## config.mk

```make
export PLATFORM = sky130hd
export DESIGN_NAME = alu
export DESIGN_NICKNAME = d
export VERILOG_FILES = /design/src/rtl/alu.sv
export SDC_FILE = /design/constraint.sdc
export NUM_CORES = 1
export LEC_CHECK = 0
export CORE_ASPECT_RATIO = 1.4
export CORE_MARGIN = 5
export CORE_UTILIZATION = 32
export DETAILED_ROUTE_END_ITERATION = 16
export HOLD_SLACK_MARGIN = 0.05
export PLACE_DENSITY = 0.61
export SLEW_MARGIN = 5
export SYNTH_ARGS = -nofsm -noshare
export SYNTH_HDL_FRONTEND = slang
export SYNTH_SLANG_ARGS = --single-unit
```

## constraint.sdc

```tcl
create_clock -name clk -period 11.77 [get_ports clk]
set_input_delay 2.354 -clock clk [delete_from_list [all_inputs] [get_ports clk]]
set_output_delay 2.354 -clock clk [all_outputs]
set_load 0.02 [all_outputs]
```

## src/rtl/alu.sv

```systemverilog
// Registered Hack-style ALU: operand conditioning, ripple-carry add or bitwise AND,
// optional result negation, with zero/negative flags held alongside the result.

module alu_fa (
  input  logic a,
  input  logic b,
  input  logic cin,
  output logic sum,
  output logic cout
);
  logic p;

  assign p    = a ^ b;
  assign sum  = p ^ cin;
  assign cout = (a & b) | (cin & p);
endmodule

module alu #(
  parameter int unsigned WIDTH = 16
) (
  input  logic             clk,
  input  logic             rst_n,
  input  logic             in_valid,
  input  logic [WIDTH-1:0] x,
  input  logic [WIDTH-1:0] y,
  input  logic             zx,
  input  logic             nx,
  input  logic             zy,
  input  logic             ny,
  input  logic             f,
  input  logic             no,
  output logic             out_valid,
  output logic [WIDTH-1:0] out,
  output logic             zr,
  output logic             ng
);
  logic [WIDTH-1:0] x1, x2, y1, y2;
  logic [WIDTH-1:0] sum, r, o;
  logic [WIDTH-1:0] carry;
  logic             cout_unused;

  always_comb begin
    x1 = zx ? '0 : x;
    x2 = nx ? ~x1 : x1;
    y1 = zy ? '0 : y;
    y2 = ny ? ~y1 : y1;
  end

  assign carry[0] = 1'b0;

  // Final carry-out is dropped: the sum wraps modulo 2^WIDTH.
  for (genvar i = 0; i < WIDTH; i++) begin : g_rca
    if (i < WIDTH - 1) begin : g_mid
      alu_fa u_fa (
        .a    (x2[i]),
        .b    (y2[i]),
        .cin  (carry[i]),
        .sum  (sum[i]),
        .cout (carry[i+1])
      );
    end else begin : g_last
      alu_fa u_fa (
        .a    (x2[i]),
        .b    (y2[i]),
        .cin  (carry[i]),
        .sum  (sum[i]),
        .cout (cout_unused)
      );
    end
  end

  always_comb begin
    r = f ? sum : (x2 & y2);
    o = no ? ~r : r;
  end

  always_ff @(posedge clk) begin
    if (!rst_n) begin
      out       <= '0;
      zr        <= 1'b0;
      ng        <= 1'b0;
      out_valid <= 1'b0;
    end else begin
      out_valid <= in_valid;
      if (in_valid) begin
        out <= o;
        zr  <= (o == '0);
        ng  <= o[WIDTH-1];
      end
    end
  end
endmodule

```

# --- After elaboration in Yosys (flattened, before gate mapping) ---
# Cells that the tools add are included.
# W data, S select, Z words.
totals:
  in_bits: 41
  regBits: 19
  elab_cells: 89
  out_inout_bits: 19
classes:
  n_mux: 6
  n_reduce_logical: 1
  n_bitwise: 78
op_table:
  columns: ["cell", "n"]
  rows:
  - ["$mux W16", 6]
  - ["$not A16 Y16", 3]
  - ["$xor A1 B1 Y1", 31]
  - ["$and A1 B1 Y1", 29]
  - ["$and A16 B16 Y16", 1]
  - ["$logic_not A16 Y1", 1]
  - ["$or A1 B1 Y1", 14]

# --- Logic depth before layout (Yosys ltp) ---
logic_depth:
  word_depth: 37
  ltp_mapped: 27
  mapped_depth_nobuf: 26

# --- Modules after synthesis ---
# A second synthesis with hierarchy kept.
hier_totals:
  cells_unflattened: 256
  area_unflattened_um2: 2342.2
modules_own_cells:
  columns: ["module", "n_inst", "cells_each", "area_per_inst_um2", "seq_area_each_um2"]
  rows:
  - ["alu", 1, 240, 2021.9, 360.3]
  - ["alu_fa", 16, 1, 20.0, 0.0]

# --- Least setup slack after synthesis ---
# Ideal clock, no wire load.
synth_path:
  path_kind: "input to register"
  start: "input ny"
  end: "register zr"
  path_stages: 27
  n_path_buf: 2
  required_time_ps: 11701
  t_arrival_ps: 9412
  setup_time_ps: 69
  slack_ps: 2289
  path_cell_list: "buf_2 -> buf_2 -> xnor2_1 -> ha_1 -> fa_1 -> inv_1 -> fa_1 -> fa_1 -> inv_1 -> fa_1 -> fa_1 -> fa_1 -> fa_1 -> fa_1 -> fa_1 -> fa_1 -> fa_1 -> fa_1 -> inv_1 -> fa_1 -> inv_1 -> fa_1 -> mux2i_1 -> xnor2_1 -> nor3b_1 -> nand4_1 -> o21ai_1"
synth_between:
  elab_chain_len: 35
  word_cells_on_any_way: 80
  cone_classes: "3 x mux; 76 x bitwise; 1 x reduce/logical"
synth_lines:
  columns: ["element", "line", "source"]
  rows:
  - ["from (decl)", "29", "input logic ny,"]
  - ["$mux W16 *", "46", "y2 = ny ? ~y1 : y1;"]
  - ["$and A1 B1 Y1 or $xor A1 B1 Y1 (tied branches)", "15, 13", null]
  - ["$and A1 B1 Y1", "15", "assign cout = (a & b) | (cin & p);"]
  - ["$or A1 B1 Y1", "15", null]
  - ["$and A1 B1 Y1", "15", null]
  - ["$or A1 B1 Y1", "15", null]
  - ["$and A1 B1 Y1", "15", null]
  - ["$or A1 B1 Y1", "15", null]
  - ["(+19 left out)", null, null]
  - ["$or A1 B1 Y1", "15", null]
  - ["$and A1 B1 Y1", "15", null]
  - ["$or A1 B1 Y1", "15", null]
  - ["$xor A1 B1 Y1", "14", "assign sum = p ^ cin;"]
  - ["$mux W16 *", "73", "r = f ? sum : (x2 & y2);"]
  - ["$not A16 Y16", "74", "o = no ? ~r : r;"]
  - ["$mux W16 *", "74", null]
  - ["$logic_not A16 Y1 *", "87", "zr <= (o == '0);"]
  - ["to (signal assigned)", "87", null]
  - ["to (decl)", "34", "output logic zr,"]
# Every way passes the cells marked *; elsewhere a longest branch is shown, timed or not.
# A chain may end at the register's enable or synchronous reset.

# --- Final worst setup path ---
layout_path:
  start: "input zx"
  end: "register zr"
layout_between:
  elab_chain_len: 37
  word_cells_on_any_way: 82
  cone_classes: "4 x mux; 77 x bitwise; 1 x reduce/logical"
layout_lines:
  columns: ["element", "line", "source"]
  rows:
  - ["from (decl)", "26", "input logic zx,"]
  - ["$mux W16 *", "43", "x1 = zx ? '0 : x;"]
  - ["$not A16 Y16", "44", "x2 = nx ? ~x1 : x1;"]
  - ["$mux W16 *", "44", null]
  - ["$and A1 B1 Y1 or $xor A1 B1 Y1 (tied branches)", "15, 13", null]
  - ["$and A1 B1 Y1", "15", null]
  - ["$or A1 B1 Y1", "15", null]
  - ["$and A1 B1 Y1", "15", null]
  - ["$or A1 B1 Y1", "15", null]
  - ["(+21 left out)", null, null]
  - ["$or A1 B1 Y1", "15", null]
  - ["$and A1 B1 Y1", "15", null]
  - ["$or A1 B1 Y1", "15", null]
  - ["$xor A1 B1 Y1", "14", null]
  - ["$mux W16 *", "73", null]
  - ["$not A16 Y16", "74", null]
  - ["$mux W16 *", "74", null]
  - ["$logic_not A16 Y1 *", "87", null]
# Marks and branches as above.

==> flow_summary_export.csv <==
group,metric,value,unit
drt,vias_per_cell,4.36,
timing,clock.fmax,101,MHz
critical_path,cp_slowest_stage_delay,0.61,ns
synthesis,synth_top_area_share,18.4,%
place,hpwlAfterDp,4.10,mm
global_route,grt_pass1_vias,1709,
critical_path,cp-start-kind,"input port",
critical_path,reg2reg_depth,3,
drt,drt_iter0_markers,77,
power_and_ir_drop,p_clk_share,17.6,%
power_and_ir_drop,power.switching,0.000106,W
drt,vias,1675,
clocking,clock-sinks,18,
critical_path,worstPathArrival,10.12,ns
drt,ant_nets,0,
timing,finalHoldViolCount,0,
critical_path,reg2reg_to,"out[8]",
drt,drcViolationCount,0,
clocking,numCtsBuffers,3,
drt,routedWlPerCell,12.1,um
synthesis,avgSynthCellArea,9.10,um^2
global_route,antenna_found_initial,0,
critical_path,r2r-start,"out[8]",
final_layout,nets,364,
place,port_buffers,59,
place,place_congestion,0.756,
floorplanning,die_h,108,um
clocking,cts_setup_buffers,0,
synthesis,synth.distinct_cells,34,
floorplanning,fp.dieArea,8600,um^2
clocking,cts_root_buf,"clkbuf_8",
synthesis,synth_top_flop_cell,"dfxtp_1",
worst_hold_path,hold_start,"out[13]",
power_and_ir_drop,switching_share,36.7,%
timing,slew_headroom,31.0,%
synthesis,synth_area,2180,um^2
timing,tightest_slew,1.03,ns
power_and_ir_drop,power.leakage,1.16,nW
clocking,htreeDepth,1,
floorplanning,die_w,79.8,um
floorplanning,pin_count,60,
floorplanning,core,6610,um^2
critical_path,cp-end-kind,"flop",
final_layout,drive_gt1_share,3.42,%
floorplanning,start_util,33.0,%
final_layout,syn2layout_area_growth,31.8,%
timing,setup_tns,0,ns
synthesis,synthCells,240,
floorplanning,rows,35,
final_layout,nFillCells,677,
timing,fin_crit_sh,84.3,%
clocking,postCtsHoldBufs,0,
clocking,cts_resized,0,
clocking,clk_latency,0.25,ns
worst_hold_path,hold_path_class,"reg -> reg",
critical_path,crit_path_max_fanout,16,
power_and_ir_drop,p_int,0.000182,W
timing,finalSetupViolations,0,
timing,skew,0,ns
timing,final.min_clock_period,9.93,ns
synthesis,synth_fp_nets,311,
global_route,grt_max_degree,26,
critical_path,critPathKind,"in -> reg",
global_route,overflow,0,
critical_path,required,11.96,ns
critical_path,crit_top_cell,"fa_1",
final_layout,diodes,0,
synthesis,synth-seq-cells,18,
synthesis,synth.area.top_cells,"xnor2_1 (18%), dfxtp_1 (16%), fa_1 (13%)",
worst_hold_path,hold-path-cell-count,2,
drt,routed_wirelength,4.64,mm
timing,grt_setup_unrepaired,"no",
critical_path,r2r_slack,10.99,ns
power_and_ir_drop,total_power,0.000288,W
drt,dr.pass1.iters,3,
power_and_ir_drop,power.density,99.9,nW/um^2
job,maxCapViolCount,0,
global_route,gr-usage-all-layers,11.4,%
synthesis,synth_enable_flop_cells,0,
critical_path,critPathSlowestCell,"clkdlybuf4s50_1",
power_and_ir_drop,seqPwrFrac,25.3,%
power_and_ir_drop,power_frac_comb,57.1,%
synthesis,yosys.area.top_type,"xnor2_1",
global_route,grt_pass1_wl,8.03,mm
clocking,clkTransAtPathRegs,0.07,ns
clocking,cts.path.max_buffers,2,
outcome,run_status,"complete, no violations",
timing,report.final.slew_viol_count,0,
synthesis,yosysSeqAreaShare,16.5,%
clocking,cts_tree,"done",
synthesis,synthArstFlopShare,0,%
synthesis,yosysWarnings,0,
power_and_ir_drop,ir_drop,34.4,uV
worst_hold_path,hold_end,"out[13]",
==> synth_stat cells (3+ instances only) <==
cell / number
dfxtp_1: 18
and3_1: 3
inv_1: 11
mux2i_1: 27
buf_2: 7
xnor2_1: 46
o21ai_1: 3
ha_1: 16
nand3_1: 3
a21oi_1: 3
a31oi_1: 3
nor3_1: 3
buf_6: 3
nand2b_1: 33
nor2_1: 21
fa_1: 14
clkbuf_1: 3
==> flip-flops by register name, summed over array words and instances, names as in the netlist <==
| register | flops |
|---|---|
| out_valid | 1 |
| out | 16 |
| zr | 1 |
==> final cells by class <==
cell class | count | area, um^2 | area share (%)
inverters | 12 | 45.0 | 1.56
repair buffers | 63 | 621 | 21.5
clock buffers | 4 | 55.1 | 1.91
flip-flops and latches | 18 | 360 | 12.5
multi-input cells | 195 | 1680 | 58.5
well taps | 92 | 115 | 4.00
==> cell usage in the layout, fill, tap and decap left out, types with 2 or more instances in the layout <==
master           count
mux2i_1             27
a31oi_1              3
inv_1               11
clkbuf_8             4
xor2_1               2
nand3_1              3
buf_4                4
and4_1               2
clkdlybuf4s50_1     59
ha_1                16
a211oi_1             2
fa_1                14
dfxtp_1             18
nor2_1              21
o21ai_1              3
a21oi_1              3
nor3_1               3
and3_1               3
or4_1                2
nand2b_1            33
xnor2_1             46
nor4_1               2
==> stage by stage <==
stage / area, um^2 / setup slack, ns / cells / utilization (%) / hold slack (ns)
2_1_floorplan: 2180 / 2.29 / 240 / - / 0.548
3_3_place_gp: 2830 / 1.62 / 380 / 42.7 / 0.475
3_5_place_dp: 2830 / 1.48 / 380 / 42.7 / 0.477
4_1_cts: 2880 / 1.75 / 384 / 43.6 / 0.490
5_1_grt: 2880 / 1.31 / 384 / 43.6 / 0.529
6_report: 2880 / 1.84 / 384 / 43.6 / 0.489
==> worst max-delay path by stage <==
stage               start  to  slack [ns]  cells after the start
floorplan              ny  zr        2.29                     27
global placement       zx  zr        1.62                     27
detailed placement     zx  zr        1.48                     27
CTS                    zx  zr        1.75                     27
global route           zx  zr        1.31                     27
finish                 zx  zr        1.84                     27
==> kinds of logic after synthesis <==
group           share of synthesized area [%]
flops                                    16.5
simple gates                             19.8
fa+ha+maj                                22.0
buf+inv                                  6.41
mux                                      12.4
compound gates                           3.72
xor+xnor                                 19.2
==> power by group through the flow <==
stage          Combinational, W  Clock (W)  Sequential, W
2_1_floorplan          0.000105          0      0.0000837
3_3_place_gp           0.000164          0      0.0000746
3_5_place_dp           0.000167          0      0.0000745
4_1_cts                0.000167  0.0000516      0.0000732
5_1_grt                0.000183  0.0000537      0.0000740
6_report               0.000164  0.0000506      0.0000728
==> worst max-delay path: cells and delay by family <==
kind / cells / cell delay [ns]
xor+xnor: 2 / 0.32
buf+inv: 5 / 0.89
mux: 1 / 0.08
fa+ha+maj: 15 / 5.77
simple gates: 3 / 0.58
compound gates: 1 / 0.12
==> metal layers <==
metal | share of wire [%] | track usage, % | vias up
met1 | 41 | 14.0 | 759
li1 | - | - | 876
met2 | 52 | 20.4 | 36
met4 | 1.5 | 4.35 | 0
met5 | 0 | 0 | -
met3 | 4.7 | 1.09 | 4
No activity file was read; power rests on OpenSTA's default activity.
==> patch: new RTL, same settings <==
Make the reset (`rst_n`) asynchronous in one clocked block.
--- a/src/rtl/alu.sv
+++ b/src/rtl/alu.sv
@@ -75,5 +75,5 @@
   end
 
-  always_ff @(posedge clk) begin
+  always_ff @(posedge clk or negedge rst_n) begin
     if (!rst_n) begin
       out       <= '0;
Function: differs if rst_n is asserted again (counterexample within 4 cycles, from zero or initial values and one cycle with rst_n low); with rst_n held inactive, the same outputs for 10 cycles.
==> patch against the original RTL <==
- routed wire length rose by 3.6%
- synthesized area up 3.0%
- cell count shrank 2.6%
- first-iteration DRC count is 19% lower
- power rose by 21%
- clock power decreased by 19%
- sequential share of layout area is 2.7 points higher
- clock skew unchanged
- global-route usage about the same
- worst setup slack lost 260 ps
- cell area up 2.7%
- sequential cell count unchanged
- critical path type unchanged
==> patch: results (changes against the original RTL) <==
share of layout cells above drive strength 1 -> 0.0860 (was 0.0342)
met2 usage -> 0.215 (was 0.204)
post-synthesis sequential area ratio -> 0.200 (was 0.165)
final WL -> 4810 um (was 4640 um)
GRT met3 Usage -> 0.00826 (was 0.0109)
Final nets -> 352 (was 364)
global-route track usage on met1 -> 0.135 (was 0.140)
status -> completed (unchanged)
Iteration-0 DRC Markers -> 62 (was 77)
static leakage -> 1.18 nW (was 1.16 nW)
GPL Wtd Cong -> 0.824 (was 0.756)
Max-slew headroom -> 0.278 (was 0.310)
library cells used by synthesis -> 29 (was 34)
most common flop cell mapped by yosys -> dfrtp_1 (was dfxtp_1)
vias in the first global route -> 1763 (was 1709)
most frequent cells after synthesis -> 47 x xnor2_1, 32 x nand2b_1, 18 x dfrtp_1, 16 x ha_1, 16 x mux2i_1 (was 46 x xnor2_1, 33 x nand2b_1, 27 x mux2i_1, 21 x nor2_1, 18 x dfxtp_1)
top cells by area, synth -> dfrtp_1 20%, xnor2_1 18%, fa_1 12% (was xnor2_1 18%, dfxtp_1 16%, fa_1 13%)
CP max-delay cell -> or4_1 (was clkdlybuf4s50_1)
Syn Nets -> 298 (was 311)
sw power -> 0.132 mW (was 0.106 mW)
first-pass iteration count of the detailed router -> 4 (was 3)
Critical Path AT -> 10340 ps (was 10120 ps)
Largest regs -> out (16), out_valid (1), zr (1) (unchanged)
Max VDD drop -> 39.7 uV (was 34.4 uV)
first-pass GRT wire length -> 8050 um (was 8030 um)
largest net degree at the start of global routing -> 33 (was 26)
HPWL Detailed -> 4230 um (was 4100 um)
GRT Resource Usage Total -> 0.115 (was 0.114)
Post-DP Area -> 0.00292 sq mm (was 0.00283 sq mm)
patch: through the flow:
step	hold slack, ps	setup slack, ps	power [mW]	cells
finish	503	1580	0.349	374
global placement	493	1390	0.311	371
detailed placement	496	1290	0.314	371
floorplan	622	1780	0.231	227
CTS	511	1520	0.356	374
global route	521	1120	0.377	374
patch: power groups by stage:
stage,logic [mW],clock network (mW),registers (mW)
6_report,0.218,0.0409,0.0906
5_1_grt,0.238,0.0458,0.0935
4_1_cts,0.222,0.0430,0.0913
3_5_place_dp,0.221,0,0.0926
3_3_place_gp,0.219,0,0.0923
2_1_floorplan,0.115,0,0.115
patch: final timing paths:
path	endpoint	start	slack, ps	cells past startpoint
max	zr	zy	1580	27
min	out[14]	out[14]	500	1
max reg2reg	out[7]	out[7]	11010	1
min reg2reg	out[14]	out[14]	500	1
max in group asynchronous	out[13]	rst_n	8690	1
min in group asynchronous	out[1]	rst_n	2570	1
patch: cell type report:
type                            count  area [sq um]
Clock buffer                        3          41.3
Fill cell                         719          3940
Inverter                           13          48.8
Multi-Input combinational cell    181          1670
Sequential cell                    18           450
Tap cell                           95           119
Timing Repair Buffer               64           628
patch: per-layer routing:
| layer | wire length (um) | vias up |
|---|---|---|
| li1 | - | 846 |
| met2 | 2640 | 34 |
| met1 | 1910 | 767 |
| met3 | 209 | 2 |
| met4 | 47 | 0 |
| met5 | 0 | - |
patch: cell families after synthesis:
logic type / Yosys count / synth area share
buf+inv: 28 / 0.0578
mux: 30 / 0.141
flops: 18 / 0.200
compound gates: 11 / 0.0306
xor+xnor: 49 / 0.191
simple gates: 61 / 0.166
fa+ha+maj: 30 / 0.214
